<file path="config.mk">
export PLATFORM = sky130hd
export DESIGN_NAME = alarm_sequencer
export DESIGN_NICKNAME = d
export VERILOG_FILES = /design/src/rtl/alarm_sequencer.sv
export SDC_FILE = /design/constraint.sdc
export NUM_CORES = 1
export LEC_CHECK = 0
export ABC_AREA = 1
export CAP_MARGIN = 10
export CORE_UTILIZATION = 47
export CTS_BUF_LIST = sky130_fd_sc_hd__clkbuf_16
export CTS_CLUSTER_DIAMETER = 40
export CTS_CLUSTER_SIZE = 12
export DETAILED_ROUTE_END_ITERATION = 10
export GPL_ROUTABILITY_DRIVEN = 0
export PLACE_DENSITY = 0.72
export SYNTH_ARGS = -nofsm -noshare
export SYNTH_HDL_FRONTEND = slang
export SYNTH_SLANG_ARGS = --single-unit
</file>
<file path="constraint.sdc">
create_clock -name clk -period 1.46 [get_ports clk]
set_clock_uncertainty 0.05 [all_clocks]
set_input_delay 0.292 -clock clk [delete_from_list [all_inputs] [get_ports clk]]
set_output_delay 0.292 -clock clk [all_outputs]
set_load 0.05 [all_outputs]
</file>
<file path="src/rtl/alarm_sequencer.sv">
// Alarm control stage: detects the alarm minute, rings for a bounded time,
// and handles debounced snooze and arm/disarm switches.
module alarm_sequencer #(
  parameter int unsigned RING_SECONDS    = 60,
  parameter int unsigned SNOOZE_SECONDS  = 300,
  parameter int unsigned MAX_SNOOZE      = 3,
  parameter int unsigned DEBOUNCE_CYCLES = 1000000
) (
  input  logic       clk,
  input  logic       reset_SW,
  input  logic       sec_tick,
  input  logic [3:0] minutes_ones,
  input  logic [2:0] minutes_tens,
  input  logic [3:0] seconds_ones,
  input  logic [2:0] seconds_tens,
  input  logic [3:0] load_minutes_ones,
  input  logic [2:0] load_minutes_tens,
  input  logic       load_SW,
  input  logic       alarm_off_SW,
  input  logic       snooze_BTN,
  output logic       play_sound,
  output logic       snooze_active,
  output logic [1:0] snooze_count,
  output logic [1:0] alarm_state
);

  localparam int unsigned RW = (RING_SECONDS > 1)    ? $clog2(RING_SECONDS)    : 1;
  localparam int unsigned SW = (SNOOZE_SECONDS > 1)  ? $clog2(SNOOZE_SECONDS)  : 1;
  localparam int unsigned DW = (DEBOUNCE_CYCLES > 1) ? $clog2(DEBOUNCE_CYCLES) : 1;

  localparam logic [RW-1:0] RING_LAST   = RW'(RING_SECONDS - 1);
  localparam logic [SW-1:0] SNOOZE_LAST = SW'(SNOOZE_SECONDS - 1);
  localparam logic [DW-1:0] DEB_LAST    = DW'(DEBOUNCE_CYCLES - 1);
  localparam logic [1:0]    SNZ_MAX     = 2'(MAX_SNOOZE);

  typedef enum logic [1:0] {
    DISARMED = 2'd0,
    ARMED    = 2'd1,
    RINGING  = 2'd2,
    SNOOZE   = 2'd3
  } state_t;

  state_t          state, state_n;
  logic [RW-1:0]   ring_t, ring_n;
  logic [SW-1:0]   snz_t, snz_n;
  logic [1:0]      cnt_n;
  logic            match, match_prev, trigger;

  logic [1:0]      sync_q;
  logic [DW-1:0]   db_cnt;
  logic            stable, stable_d, snooze_press;

  assign match = (minutes_ones == load_minutes_ones) &&
                 (minutes_tens == load_minutes_tens) &&
                 (seconds_ones == 4'd0) && (seconds_tens == 3'd0);
  assign trigger     = match & ~match_prev;
  assign alarm_state = state;

  // Synchronizer, debounce counter and registered rising-edge pulse.
  always_ff @(posedge clk) begin
    if (reset_SW) begin
      sync_q       <= '0;
      db_cnt       <= '0;
      stable       <= 1'b0;
      stable_d     <= 1'b0;
      snooze_press <= 1'b0;
    end else begin
      sync_q <= {sync_q[0], snooze_BTN};
      if (sync_q[1] != stable) begin
        if (db_cnt == DEB_LAST) begin
          stable <= sync_q[1];
          db_cnt <= '0;
        end else begin
          db_cnt <= db_cnt + 1'b1;
        end
      end else begin
        db_cnt <= '0;
      end
      stable_d     <= stable;
      snooze_press <= stable & ~stable_d;
    end
  end

  always_ff @(posedge clk) begin
    if (reset_SW) begin
      state         <= DISARMED;
      ring_t        <= '0;
      snz_t         <= '0;
      snooze_count  <= '0;
      match_prev    <= 1'b0;
      play_sound    <= 1'b0;
      snooze_active <= 1'b0;
    end else begin
      state         <= state_n;
      ring_t        <= ring_n;
      snz_t         <= snz_n;
      snooze_count  <= cnt_n;
      match_prev    <= match;
      play_sound    <= (state_n == RINGING);
      snooze_active <= (state_n == SNOOZE);
    end
  end

  always_comb begin
    state_n = state;
    ring_n  = ring_t;
    snz_n   = snz_t;
    cnt_n   = snooze_count;
    if (load_SW || alarm_off_SW) begin
      state_n = DISARMED;
      ring_n  = '0;
      snz_n   = '0;
      cnt_n   = '0;
    end else begin
      unique case (state)
        DISARMED: state_n = ARMED;
        ARMED: begin
          if (trigger) begin
            state_n = RINGING;
            ring_n  = '0;
            cnt_n   = '0;
          end
        end
        RINGING: begin
          // A press in the same cycle as the final tick takes precedence.
          if (snooze_press && (snooze_count < SNZ_MAX)) begin
            state_n = SNOOZE;
            cnt_n   = snooze_count + 1'b1;
            snz_n   = '0;
          end else if (sec_tick) begin
            if (ring_t == RING_LAST) begin
              state_n = ARMED;
              cnt_n   = '0;
            end else begin
              ring_n = ring_t + 1'b1;
            end
          end
        end
        SNOOZE: begin
          if (sec_tick) begin
            if (snz_t == SNOOZE_LAST) begin
              state_n = RINGING;
              ring_n  = '0;
            end else begin
              snz_n = snz_t + 1'b1;
            end
          end
        end
        default: state_n = DISARMED;
      endcase
    end
  end

endmodule
</file>
==> Yosys cells after proc, flatten, opt, wreduce, memory -nomap -nowiden <==
Index checks and enable logic that the tools add are counted.
{ "totals": {"register_bits": 47, "latch_bits": 0, "ram_bits": 0, "mem_bits_ro": 0, "input_bits": 27, "output_inout_bits": 6, "wordCells": 84, "memories": 0} }
{ "op_classes": {"n_addsub": 4, "n_mul": 0, "n_div": 0, "order_cmp": 1, "eq_ne": 21, "n_shift": 0, "mux": 24, "n_bitwise": 5, "n_reduce_logical": 17} }
{ "op_table": {"columns": ["operator", "n"], "rows": [
  ["6-bit two-way mux", 6],
  ["9-bit two-way mux", 3],
  ["2-bit two-way mux", 11],
  ["20-bit by 1-bit adder with 20-bit output (second input constant)", 1],
  ["20-bit == test (second input constant)", 1],
  ["6-bit case mux with 3 select lines", 1],
  ["9-bit case mux with 2 select lines", 1],
  ["2-bit != test (second input constant)", 8],
  ["9-bit by 1-bit adder with 9-bit output (second input constant)", 1],
  ["9-bit == test (second input constant)", 1],
  ["2-bit == test (second input constant)", 4],
  ["2-bit case mux with 4 select lines", 1],
  ["4-bit AND reduction", 2],
  ["7-bit AND reduction", 1],
  ["6-bit by 1-bit adder with 6-bit output (second input constant)", 1],
  ["6-bit == test (second input constant)", 1],
  ["3-bit != test (second input constant)", 2],
  ["4-bit == test", 1],
  ["1-bit logical AND", 4],
  ["4-bit zero test", 1],
  ["2-bit case mux with 2 select lines", 1],
  ["2-bit nonzero test", 2],
  ["3-bit == test", 1],
  ["3-bit zero test", 1],
  ["other kinds (12)", 15]
]} }

==> Depth between registers and ports, before layout <==
{ "depth": {"word_depth": 9, "depth_mapped": 11, "mapped_depth_nobuf": 10} }

==> Worst setup path after synthesis <==
Ideal clock, no wire load.
{ "synth_timing": {"kind": "register to register", "start": "reg snooze_count[0]", "end": "reg ring_t[1]", "setup_time_ps": 115, "arrival_ps": 1591, "t_required_ps": 1295, "path_slack_ps": -296, "path_stages_with_launch": 10, "n_path_buf": 1, "period_less_slack_ps": 1756, "cell_sequence": "dfxtp_1 > ha_1 > nor2_1 > nand2_4 > o211ai_1 > nor2_2 > buf_6 > nand3_1 > nand2_1 > nor2_1"} }
{ "synth_via": {"elab_chain_cells": 4} }
{ "synth_lines": {"columns": ["element", "line", "source"], "rows": [
  ["from (decl)", "23", "output logic [1:0] snooze_count,"],
  ["from (signal assigned)", "97", "snooze_count <= cnt_n;"],
  ["2-bit < comparator", "126", "if (snooze_press && (snooze_count < SNZ_MAX)) begin"],
  ["1-bit logical AND", "126", null],
  ["2-bit != test (no source line)", null, null],
  ["7-bit AND reduction (no source line)", null, null],
  ["to (signal assigned)", "95", "ring_t <= ring_n;"],
  ["to (decl)", "44", "logic [RW-1:0] ring_t, ring_n;"]
]} }
No other way between the ends.
A chain may end at the register's enable or synchronous reset.

==> Worst setup path in the final report <==
{ "layout_timing": {"start": "reg db_cnt[1]", "end": "reg db_cnt[18]"} }
{ "layout_via": {"elab_chain_cells": 2, "word_cells_on_any_way": 3, "classes_between": "1 x add/sub; 1 x eq/ne; 1 x reduce/logical"} }
{ "layout_lines": {"columns": ["element", "line", "source"], "rows": [
  ["from (decl)", "50", "logic [DW-1:0] db_cnt;"],
  ["from (signal assigned)", "74", "db_cnt <= db_cnt + 1'b1;"],
  ["parallel branches: the longest is 2 deep, another holds 20-bit by 1-bit adder with 20-bit output", null, null]
]} }
Several ways; the timed one is not identified.

==> flow_metrics.py <==
metrics = {
    "floorplan": {
        "start_util_pct": 49.0,
        "die_height_microns": 75.2,
        "dieWidth_microns": 75.2,
        "row_count": 26,
        "die_area_sq_mm": 0.00565,
        "num_io_pins": 33,
        "coreArea_sq_mm": 0.00514,
    },
    "clock_tree": {
        "cts_buffers": 5,
        "cts_max_level": 2,
        "clock_path_buffers": 2,
        "cts_tree": "done",
        "worstSkewPairLatency_ns": 0.30,
        "clk_pin_slew_ns": 0.07,
        "cts_root_buffer": "clkbuf_16",
        "clock_sinks": 47,
    },
    "synthesis": {
        "synth_enable_flop_cells": 0,
        "yosysTopAreaCell": "dfxtp_1",
        "synthDistinctLibCells": 33,
        "syn_inst": 360,
        "synthTopCellsByCount": "nand2_1, nor2_1, dfxtp_1",
        "synth_top_area_share_pct": 37.4,
        "synth_top_flop_cell": "dfxtp_1",
        "synthMostInstantiatedCell": "nand2_1",
        "synth_area_leaders": "dfxtp_1, nand2_1, nor2_1",
        "syn_nets": 391,
        "synth_area_per_cell_sq_um": 6.99,
        "ys_seq_area_share_pct": 37.4,
        "synthArstFlopShare_pct": 0,
        "ys_warn_count": 0,
        "netlist_area_sq_mm": 0.00252,
        "ys_ff_latch": 47,
    },
    "power": {
        "ir_worst_vdd_uv": 636,
        "p_leak_nw": 1.66,
        "cellPowerDensity_mw_per_mm2": 694,
    },
    "layout": {
        "syn_to_final_growth_pct": 63.1,
        "nets": 491,
        "final_util_pct": 79.8,
        "diodes": 0,
        "drive_above_1_share_pct": 39.9,
    },
    "timing": {
        "fin_tns_setup_ns": -4.93,
        "period_share_pct": 112,
        "fin_ws_ns": -0.172,
        "whs_ns": 0.359,
        "maxSlewViolCount": 0,
        "finalSetupViolCount": 41,
        "max_freq_mhz": 613,
        "rsz0062_at_grt": "yes",
        "min_period_ns": 1.63,
        "tightest_slew_ns": 0.328,
        "finalHoldViolations": 0,
        "relSlewSlack_pct": 78.0,
    },
    "critical_path": {
        "crit_type": "reg2reg",
        "crit_arrival_ns": 1.76,
        "worstSetupStartpointType": "flip-flop",
        "crit_path_end_kind": "flip-flop",
        "rrSetupSlack_ns": -0.17,
        "cp_max_fo": 5,
        "required_ns": 1.59,
    },
    "detailed_routing": {
        "viasPerCell": 5.11,
        "vias": 2711,
        "routed_wl_mm": 7.69,
        "first_pass_iters": 4,
        "antenna_left": 0,
        "first_iter_violations": 122,
        "route.detailed.drc": 0,
        "avgRoutedWirePerCell_microns": 14.5,
    },
    "placed_design": {
        "port_buffers": 32,
        "dp_hpwl_mm": 4.19,
        "place_ws_ns": -0.456,
    },
    "global_route": {
        "grt_max_degree": 16,
        "track_usage_pct": 26.2,
        "grt_pass1_wl_mm": 11.1,
        "overflow": 0,
        "grt_pass1_vias": 2516,
        "antenna_found_initial": 0,
    },
    "worst_hold_path": {
        "hold_class": "reg2reg",
    },
    "run_status": {
        "outcome": "finished with violations",
        "violations": "setup timing",
    },
    "flow_run": {
        "drv_cap": 0,
    },
}
final cells by class:
cell class                 instances  area, sq um
clock buffer                       5          125
clock inverter                     3         43.8
sequential                        47          971
timing repair buffer              98          997
tap                               70         87.6
multi-input combinational        259         1690
inverter                          49          186
fill                             332         1040
power by group:
part / internal (W) / leakage (nW) / switching (W) / total, W
logic: 0.000137 / 1.19 / 0.000104 / 0.000241
clock network: 0.000808 / 0.0838 / 0.000512 / 0.00132
registers: 0.00128 / 0.388 / 0.00000653 / 0.00129
cell usage in the layout (no fill, tap or decap), types with 5 or more instances in the layout:
cell	n
nand3_1	14
nand2_1	60
dlygate4sd2_1	10
dfxtp_1	31
nor2_2	9
buf_12	8
inv_1	45
buf_4	49
nand3_2	9
or2_2	5
xor2_1	9
nand2_2	14
a21oi_1	18
nor3_2	9
clkdlybuf4s50_1	16
nor2_1	45
nand2_4	7
buf_6	11
xnor2_1	6
nor3_1	7
dfxtp_2	12
nor2_4	9
clkbuf_16	5
nand4_1	5
layer usage:
layer	track usage, %	wire length [microns]	vias to the layer above
met4	9.67	299	0
met3	5.89	301	32
met5	0	0	-
met1	27.5	2850	1257
met2	50.6	4250	82
li1	-	-	1340
timing repair:
action,CTS,global route
endpoints found under the setup margin,40,42
hold endpoints to repair,0,0
setup buffers,5,11
pin swaps,36,20
hold buffers,0,0
gates resized for setup,50,57
cloned,4,0
critical path: stages, from the launching register on:
cell     delay, ns
dfxtp_2       0.36
ha_4          0.15
nand2_2       0.04
inv_2         0.08
nand4_4       0.09
buf_6         0.13
nor2_4        0.10
nand3_4       0.11
nand3_4       0.12
buf_12        0.12
buf_16        0.11
nor2_1        0.06
cell families after synthesis:
family	share of synthesized area, %
xor gates and xnor gates	5.22
DFF	37.4
adders and majority gates	1.99
AOI/OAI and AO/OA	6.81
and+or+nand+nor	40.0
buffers and inverters	8.55
worst paths after layout:
| check | start | to | cells after the start |
|---|---|---|---|
| max reg2reg | db_cnt[1] | db_cnt[18] | 11 |
| max | db_cnt[1] | db_cnt[18] | 11 |
| min | sync_q[0] | sync_q[1] | 2 |
| min reg2reg | sync_q[0] | sync_q[1] | 2 |
registers in the layout (all words and copies together), names as in the netlist:
signal and flops:
stable 1, sync_q 2, snooze_press 1, ring_t 6
snooze_active 1, match_prev 1, snooze_count 2, snz_t 9
db_cnt 20, alarm_state 2, stable_d 1, play_sound 1
through the flow:
step | instances | area [sq um] | total power (W)
after global placement | 504 | 3390 | 0.00151
after global routing | 531 | 4100 | 0.00292
final | 531 | 4100 | 0.00285
after detailed placement | 504 | 3390 | 0.00151
after CTS | 521 | 3840 | 0.00283
after floorplan | 360 | 2570 | 0.00140
No activity file was read; power rests on OpenSTA's default activity.
==> variant: new RTL, same settings <==
Change the parameter `SNOOZE_SECONDS` from 300 to 150.
--- a/src/rtl/alarm_sequencer.sv
+++ b/src/rtl/alarm_sequencer.sv
@@ -3,5 +3,5 @@
 module alarm_sequencer #(
   parameter int unsigned RING_SECONDS    = 60,
-  parameter int unsigned SNOOZE_SECONDS  = 300,
+  parameter int unsigned SNOOZE_SECONDS  = 150,
   parameter int unsigned MAX_SNOOZE      = 3,
   parameter int unsigned DEBOUNCE_CYCLES = 1000000
Function: no difference found for any inputs over 10 cycles, from zero or initial values and one cycle with reset_SW high; that may be too few to reach the edited logic, so the function may still have changed.
==> variant against the unedited design <==
- sequential cell count fell by 1
- cell area is the same
- highest routed layer unchanged
- wire length increased by 5.8%
- worst setup slack gained 0.051 ns
- critical endpoint is now ring_t[1]
- largest power group is now sequential cells
- the run still ends with setup timing left
- area after synthesis up 2.6%
- sequential share of layout area shrank 0.37 points
- critical path type is now in -> reg
- core utilization shrank 1.0 points
- total power shrank 3.2%
==> variant: results (changes against the unedited design) <==
count of multi-input gates 264 (+1.9%); layout cell share with drive strength beyond 1 41.2% (+1.3 points); met2 WL 4380 um (+3.0%); PnR worst setup slack -0.121 ns (+0.0507 ns); Post-Layout Cell Count 534 (+0.56%); WL/cell 15.2 um (+5.2%); Setup WS pre-CTS -0.371 ns (+0.0855 ns); largest net degree at the start of global routing 19 (+3); Seq/Total Area, Yosys 35.7% (-1.7 points); max incr delay on CP 0.42 ns (+0.06 ns); buffering overhead 20.9% (-3.4 points); via/cell ratio 5.20 (+1.8%); CP max stage cell clkdlybuf4s50_1; DP Area 3360 um^2 (-0.74%); Seq area share 23.3% (-0.37 points); vias in the first global route 2449 (-2.7%); routed length on met3 250 um (-17%); worst hold margin 0.353 ns (-0.00615 ns); GR Layer Usage met2 43.0% (-7.6 points); first-pass GRT wire length 10500 um (-5.4%); Nets 495 (+0.81%); Synth cell types 36 (+9.1%); status finished, violations left; M1 GR Usage 24.7% (-2.8 points); Max IR drop VDD 0.530 mV (-17%); syn nets 401 (+2.6%); Total Routing Usage GR 22.2% (-4.0 points); post-synthesis cell count 369 (+2.5%); Inst Count DP 506 (+0.40%); post-DP HPWL 4350 um (+3.8%); top cells by area, synth dfxtp_1 (36%), nand2_1 (11%), nor2_1 (8.3%), inv_1 (8.0%), nand3_1 (5.4%); fin area 4100 um^2 (unchanged); failing checks setup timing; WP data arrival 1.71 ns (-0.05 ns); Metal-1 WL 3130 um (+10%); Setup TNS Final -2.34 ns (+2.59 ns); Post-CTS Resized 45 (-10%); synthesized flop and latch total 46 (-2.1%); Final setup viols 34 (-17%); worst rel slew slack 72.7% (-5.3 points); Worst Setup EP ring_t[1]
-- variant: cell count changes in the layout (fill, tap and decap cells not counted), sizes merged, moves of 3 or more --
cell	unedited run	this run
buf	72	63
clkdlybuf4s50	16	6
dlygate4sd2	10	20
inv	49	59
nand2	81	88
nand3	26	29
nor3	20	15
nor3b	5	1
or2	6	3
-- variant: logic make-up (layout without fill, tap and decap cells) --
family | after synthesis | after routing | share of synthesized area, %
adders and majority gates | 5 | 5 | 2.42
and+or+nand+nor | 211 | 213 | 39.5
xor gates and xnor gates | 16 | 16 | 5.43
AOI/OAI and AO/OA | 30 | 30 | 7.08
DFF | 46 | 46 | 35.7
buffers and inverters | 61 | 154 | 9.89
-- variant: power by group through the flow --
stage | registers (mW) | logic [mW] | clock network [mW]
after floorplan | 1.29 | 0.0838 | 0
after global placement | 1.29 | 0.202 | 0
after detailed placement | 1.29 | 0.206 | 0
after CTS | 1.26 | 0.207 | 1.27
after global routing | 1.26 | 0.253 | 1.32
final | 1.26 | 0.233 | 1.26
